===== config.mk =====
export PLATFORM = sky130hd
export DESIGN_NAME = mc_control_unit
export DESIGN_NICKNAME = d
export VERILOG_FILES = /design/src/rtl/mc_ctrl_pkg.sv /design/src/rtl/mc_control_unit_wait.sv /design/src/rtl/mc_control_unit.sv
export SDC_FILE = /design/constraint.sdc
export NUM_CORES = 1
export LEC_CHECK = 0
export CAP_MARGIN = 20
export CORE_ASPECT_RATIO = 1.75
export CORE_MARGIN = 4
export CORE_UTILIZATION = 55
export CTS_BUF_LIST = sky130_fd_sc_hd__clkbuf_8
export DETAILED_ROUTE_END_ITERATION = 8
export PLACE_DENSITY = 0.84
export SYNTH_ARGS = -nofsm -noshare
export SYNTH_HDL_FRONTEND = slang
export SYNTH_SLANG_ARGS = --single-unit

===== constraint.sdc =====
create_clock -name clk -period 3.2 [get_ports clk]
set_input_delay 0.64 -clock clk [delete_from_list [all_inputs] [get_ports clk]]
set_output_delay 0.64 -clock clk [all_outputs]
set_load 0.01 [all_outputs]

===== src/rtl/mc_ctrl_pkg.sv =====
// Shared encodings for the multi-cycle accumulator machine: controller state
// codes, opcodes, ALU function codes and datapath mux selects.
package mc_ctrl_pkg;

    localparam logic [3:0] S_IDLE   = 4'd0;
    localparam logic [3:0] S_FETCH  = 4'd1;
    localparam logic [3:0] S_DECODE = 4'd2;
    localparam logic [3:0] S_MEMRD  = 4'd3;
    localparam logic [3:0] S_EXEC   = 4'd4;
    localparam logic [3:0] S_LOAD   = 4'd5;
    localparam logic [3:0] S_STORE  = 4'd6;
    localparam logic [3:0] S_JUMP   = 4'd7;
    localparam logic [3:0] S_BRZ    = 4'd8;
    localparam logic [3:0] S_HALT   = 4'd9;

    localparam logic [2:0] OP_ADD = 3'b000;
    localparam logic [2:0] OP_SUB = 3'b001;
    localparam logic [2:0] OP_AND = 3'b010;
    localparam logic [2:0] OP_HLT = 3'b011;
    localparam logic [2:0] OP_LDA = 3'b100;
    localparam logic [2:0] OP_STA = 3'b101;
    localparam logic [2:0] OP_JMP = 3'b110;
    localparam logic [2:0] OP_JZ  = 3'b111;

    localparam logic [1:0] ALU_ADD    = 2'b00;
    localparam logic [1:0] ALU_SUB    = 2'b01;
    localparam logic [1:0] ALU_AND    = 2'b10;
    localparam logic [1:0] ALU_PASS_A = 2'b11;

    localparam logic IORD_PC     = 1'b0;
    localparam logic IORD_IR     = 1'b1;
    localparam logic SRCA_PC     = 1'b0;
    localparam logic SRCA_ACC    = 1'b1;
    localparam logic SRCB_MDR    = 1'b0;
    localparam logic SRCB_ONE    = 1'b1;
    localparam logic PCSRC_ALU   = 1'b0;
    localparam logic PCSRC_IR    = 1'b1;
    localparam logic TOREG_ALU   = 1'b0;
    localparam logic TOREG_MDR   = 1'b1;

endpackage


===== src/rtl/mc_control_unit_wait.sv =====
// Memory wait-state counter: counts cycles of the current access and flags
// the final cycle (count == MEM_WAIT).
module mc_wait_counter
    import mc_ctrl_pkg::*;
#(
    parameter int MEM_WAIT = 0
) (
    input  logic       clk,
    input  logic       rst,
    input  logic       clr,
    input  logic       en,
    output logic       done,
    output logic [3:0] count
);

    localparam logic [3:0] WAIT_LAST = 4'(MEM_WAIT);

    // Cycle counter, cleared between accesses so each access starts at zero.
    always_ff @(posedge clk) begin
        if (!rst)
            count <= 4'd0;
        else if (clr)
            count <= 4'd0;
        else if (en)
            count <= count + 4'd1;
    end

    assign done = (count == WAIT_LAST);

endmodule


===== src/rtl/mc_control_unit.sv =====
// Multi-cycle Moore controller for the 16-bit accumulator datapath.
//
// state  | meaning
// IDLE   | waiting for start
// FETCH  | read instruction at PC; last cycle loads IR and bumps PC
// DECODE | one-cycle opcode dispatch, no strobes
// MEMRD  | read operand at IR[12:0] into MDR
// EXEC   | ACC <= ACC op MDR
// LOAD   | ACC <= MDR
// STORE  | write ACC to IR[12:0]
// JUMP   | PC <= IR
// BRZ    | PC <= IR when ACC is zero
// HALT   | parked until reset
module mc_control_unit
    import mc_ctrl_pkg::*;
#(
    parameter int MEM_WAIT = 0,
    parameter int CNT_W    = 16
) (
    input  logic             clk,
    input  logic             rst,
    input  logic             start,
    input  logic [2:0]       opcode,
    output logic             PCWriteCond,
    output logic             PCWrite,
    output logic             IorD,
    output logic             memRead,
    output logic             memWrite,
    output logic             IRWrite,
    output logic             memToReg,
    output logic             accWrite,
    output logic             ALUSrcA,
    output logic             ALUSrcB,
    output logic             PCSrc,
    output logic [1:0]       ALUFunc,
    output logic             halted,
    output logic [CNT_W-1:0] instr_count
);

    logic [3:0] state;
    logic [3:0] state_next;
    logic [2:0] op_q;
    logic       in_access;
    logic       wait_done;
    logic [3:0] wait_count;
    logic       retire;

    // Counter runs only inside memory-access states and restarts after each
    // final cycle, so every entry into FETCH/MEMRD/STORE begins at zero.
    assign in_access = (state == S_FETCH) || (state == S_MEMRD) || (state == S_STORE);

    mc_wait_counter #(.MEM_WAIT(MEM_WAIT)) u_wait (
        .clk   (clk),
        .rst   (rst),
        .clr   (!in_access || wait_done),
        .en    (1'b1),
        .done  (wait_done),
        .count (wait_count)
    );

    // Next-state selection.
    always_comb begin
        state_next = state;
        case (state)
            S_IDLE:   if (start) state_next = S_FETCH;
            S_FETCH:  if (wait_done) state_next = S_DECODE;
            S_DECODE: begin
                case (opcode)
                    OP_STA:  state_next = S_STORE;
                    OP_JMP:  state_next = S_JUMP;
                    OP_JZ:   state_next = S_BRZ;
                    OP_HLT:  state_next = S_HALT;
                    default: state_next = S_MEMRD;
                endcase
            end
            S_MEMRD:  if (wait_done) state_next = (op_q == OP_LDA) ? S_LOAD : S_EXEC;
            S_EXEC:   state_next = S_FETCH;
            S_LOAD:   state_next = S_FETCH;
            S_STORE:  if (wait_done) state_next = S_FETCH;
            S_JUMP:   state_next = S_FETCH;
            S_BRZ:    state_next = S_FETCH;
            S_HALT:   state_next = S_HALT;
            default:  state_next = S_IDLE;
        endcase
    end

    // State register; the opcode is latched at DECODE so that the EXEC ALU
    // function comes from a register rather than straight from the IR bus.
    always_ff @(posedge clk) begin
        if (!rst) begin
            state <= S_IDLE;
            op_q  <= 3'd0;
        end else begin
            state <= state_next;
            if (state == S_DECODE)
                op_q <= opcode;
        end
    end

    assign retire = (state == S_EXEC) || (state == S_LOAD) || (state == S_JUMP) ||
                    (state == S_BRZ) || ((state == S_STORE) && wait_done) ||
                    ((state == S_DECODE) && (opcode == OP_HLT));

    // Retired-instruction counter, wraps silently.
    always_ff @(posedge clk) begin
        if (!rst)
            instr_count <= '0;
        else if (retire)
            instr_count <= instr_count + 1'b1;
    end

    // Moore output decode from registered state and wait counter.
    always_comb begin
        PCWriteCond = 1'b0;
        PCWrite     = 1'b0;
        IorD        = IORD_PC;
        memRead     = 1'b0;
        memWrite    = 1'b0;
        IRWrite     = 1'b0;
        memToReg    = TOREG_ALU;
        accWrite    = 1'b0;
        ALUSrcA     = SRCA_PC;
        ALUSrcB     = SRCB_MDR;
        PCSrc       = PCSRC_ALU;
        ALUFunc     = ALU_ADD;
        halted      = 1'b0;
        case (state)
            S_FETCH: begin
                IorD    = IORD_PC;
                memRead = 1'b1;
                if (wait_done) begin
                    IRWrite = 1'b1;
                    ALUSrcA = SRCA_PC;
                    ALUSrcB = SRCB_ONE;
                    ALUFunc = ALU_ADD;
                    PCSrc   = PCSRC_ALU;
                    PCWrite = 1'b1;
                end
            end
            S_MEMRD: begin
                IorD    = IORD_IR;
                memRead = 1'b1;
            end
            S_EXEC: begin
                ALUSrcA  = SRCA_ACC;
                ALUSrcB  = SRCB_MDR;
                ALUFunc  = op_q[1:0];
                memToReg = TOREG_ALU;
                accWrite = 1'b1;
            end
            S_LOAD: begin
                memToReg = TOREG_MDR;
                accWrite = 1'b1;
            end
            S_STORE: begin
                IorD     = IORD_IR;
                memWrite = 1'b1;
            end
            S_JUMP: begin
                PCSrc   = PCSRC_IR;
                PCWrite = 1'b1;
            end
            S_BRZ: begin
                ALUSrcA     = SRCA_ACC;
                ALUFunc     = ALU_PASS_A;
                PCSrc       = PCSRC_IR;
                PCWriteCond = 1'b1;
            end
            S_HALT:  halted = 1'b1;
            default: ;
        endcase
    end

endmodule


==> insert_results.sql <==
INSERT INTO impl_metrics (metric_group, metric, value, unit) VALUES
('pwr', 'report.power.total', '0.6699', 'mW'),
('placement', 'hpwlAfterDp', '2801', 'microns'),
('final_layout', 'layout-drive-gt1-share', '5.189', '%'),
('setup_path', 'r2r_slack', '0.76', 'ns'),
('global_routing', 'overflow', '0', ''),
('setup_path', 'worst-r2r-cell-count', '5', ''),
('setup_path', 'end_kind', 'output port', ''),
('global_routing', 'antenna_violations_before_repair', '0', ''),
('min_path', 'holdPathStages', '1', ''),
('floorplan', 'pin_count', '36', ''),
('synth', 'dominant_combinational_cell_family_by_area_after_synthesis', 'simple AND/OR/NAND/NOR gates', ''),
('sta', 'fin_skew', '0.002964', 'ns'),
('synth', 'synthesis.instances', '181', ''),
('cts', 'post_cts_buffers', '0', ''),
('sta', 'timing.final.hold_violations', '0', ''),
('route', 'drc_errors_left', '0', ''),
('synth', 'avgSynthCellArea', '8.129', 'sq um'),
('synth', 'netlist.top_cell.by_area', 'dfxtp_1', ''),
('cts', 'numCtsBuffers', '3', ''),
('synth', 'synth_adder_area_share', '2.551', '%'),
('cts', 'ctsLongestPathBuffers', '2', ''),
('min_path', 'holdPathEnd', 'u_wait.count[0]', ''),
('sta', 'setup_repair_after_global_routing_missed_its_margin', 'no', ''),
('floorplan', 'die-width', '47.10', 'microns'),
('floorplan', 'fp.dieArea', '3600', 'sq um'),
('setup_path', 'cp.buffers_inverters', '2', ''),
('final_layout', 'finalNetCount', '222', ''),
('synth', 'synthSimpleGateAreaFrac', '29.68', '%'),
('final_layout', 'antenna_cells_inserted', '0', ''),
('setup_path', 'capturing_point_of_the_worst_reg2reg_path', 'instr_count[8]', ''),
('synth', 'yosys_most_used_dff', 'dfxtp_1', ''),
('setup_path', 'worstSetupPathType', 'reg -> out', ''),
('synth', 'synthArstFlopShare', '0', '%'),
('cts', 'clock-root-buffer', 'clkbuf_8', ''),
('min_path', 'min-delay-start', 'u_wait.count[0]', ''),
('synth', 'syn-num-nets', '190', ''),
('placement', 'pre_cts_ws', '0.3968', 'ns'),
('synth', 'yosys-top-cells-area', 'dfxtp_1 (37%), a21oi_1 (6.5%), or3_1 (5.5%)', ''),
('setup_path', 'timing.critical_path.slowest_stage_cell', 'clkdlybuf4s50_1', ''),
('route', 'via_count', '1463', ''),
('synth', 'post_synth_most_frequent_cells', 'dfxtp_1 (27), a21oi_1 (19), nor2_1 (18)', ''),
('synth', 'synth.lib_cells_used.distinct', '44', ''),
('route', 'wl_met3', '134', 'microns'),
('setup_path', 'critPathMaxFanout', '5', ''),
('synth', 'synth-warning-count', '0', ''),
('final_layout', 'areaGrowthSynthToFinish', '26.45', '%'),
('cts', 'htreeDepth', '1', ''),
('cts', 'cts-hold-fix-buffers', '0', ''),
('setup_path', 'worstPathRequired', '2.56', 'ns'),
('route', 'postRouteWirelength', '3576', 'microns'),
('sta', 'timing.final.crit_period', '2.972', 'ns'),
('route', 'routed_via_density', '6.147', ''),
('pwr', 'worst_ir_drop_vdd', '0.0002870', 'V'),
('synth', 'number_of_flops_mapped_to_enable_cells_by_yosys', '0', ''),
('placement', 'io_buffer_count', '35', ''),
('floorplan', 'floorplan.die.height', '76.43', 'microns'),
('global_routing', 'global_route_wire_length_before_repair', '6147', 'microns'),
('route', 'wl_per_cell', '15.03', 'microns'),
('sta', 'max_freq', '336.5', 'MHz'),
('run_status', 'status', 'completed', ''),
('placement', 'globalplace.congestion', '0.8480', ''),
('synth', 'xor_and_xnor_fraction_of_the_mapped_netlist_area', '3.571', '%'),
('synth', 'fraction_of_the_mapped_netlist_area_in_compound_gates', '19.47', '%'),
('synth', 'mappedNetlistArea', '1471', 'sq um'),
('global_routing', 'grt_start_max_net_pins', '21', ''),
('cts', 'clk_pin_slew_worst_paths', '0.09', 'ns'),
('route', 'routed-wl-met2', '1937', 'microns'),
('global_routing', 'grtUsageTotal', '22.28', '%'),
('floorplan', 'placementRows', '24', ''),
('setup_path', 'crit_arrival', '2.33', 'ns'),
('synth', 'synth.mux.area_fraction', '2.721', '%');
-- per-layer routing --
layer,vias to the layer above,track usage [%]
met2,47,38.15
li1,714,-
met1,689,24.23
met4,0,11.36
met5,-,0
met3,13,3.783
-- worst reg2reg max path, stage by stage (launching register included) --
cell and delay [ns]:
dfxtp_1 0.67, nor4b_1 0.20, o21bai_2 0.25, o311ai_1 0.87
o21ai_0 0.21, a21oi_1 0.17
-- cell type report --
cell class / instances / area [sq um]
multi-input combinational: 137 / 853.3
inverter: 7 / 26.28
fill: 198 / 661.9
clock inverter: 1 / 3.754
timing repair buffer: 37 / 362.8
clock buffer: 3 / 41.29
sequential: 27 / 540.5
tap: 26 / 32.53
-- metrics by stage --
stage,utilization [%],cell area (sq um),instances
2_1_floorplan,-,1471,181
3_3_place_gp,71.78,1810,233
3_5_place_dp,71.78,1810,233
4_1_cts,73.56,1856,237
5_1_grt,73.76,1861,238
6_report,73.76,1861,238
-- worst max-delay path by stage --
| stage | startpoint | to | slack [ns] | cells past startpoint |
|---|---|---|---|---|
| detailed placement | opcode[0] | instr_count[11] | 0.40 | 6 |
| global route | u_wait.count[0] | IRWrite | 0.06 | 5 |
| CTS | u_wait.count[0] | IRWrite | 0.21 | 5 |
| global placement | opcode[0] | instr_count[11] | 0.42 | 6 |
| finish | u_wait.count[0] | IRWrite | 0.23 | 5 |
| floorplan | u_wait.count[0] | IRWrite | 0.85 | 5 |
-- flip-flops by register name (all words and copies together) (netlist names) --
name,count
instr_count,16
state,4
op_q,3
u_wait.count,4
-- layout by cell type (no fill, tap or decap), types with 2 or more instances in the layout --
cell / instances
nand4_1: 3
nor2b_1: 4
o21ai_0: 12
xnor2_1: 4
o31ai_1: 3
a21oi_1: 19
nand2b_1: 4
nor4_1: 2
or3_1: 13
ha_1: 3
o311ai_0: 2
nor3b_1: 2
nand3_1: 5
mux2i_1: 4
inv_1: 8
clkbuf_8: 3
nand2_1: 12
nor3_1: 4
nor2_1: 18
clkdlybuf4s50_1: 35
and3_1: 3
xor2_1: 2
dfxtp_1: 27
-- cells by family after synthesis --
family | count (synthesis)
simple gates | 77
compound gates | 47
flops | 27
buf+inv | 17
xor+xnor | 6
mux | 4
fa+ha+maj | 3
-- power by group --
| group | total (mW) | switching [mW] | internal (mW) |
|---|---|---|---|
| logic | 0.121 | 0.0590 | 0.0621 |
| clock network | 0.184 | 0.0986 | 0.0859 |
| registers | 0.364 | 0.0198 | 0.344 |
| total | 0.670 | 0.177 | 0.492 |
No activity file was read; power rests on OpenSTA's default activity.
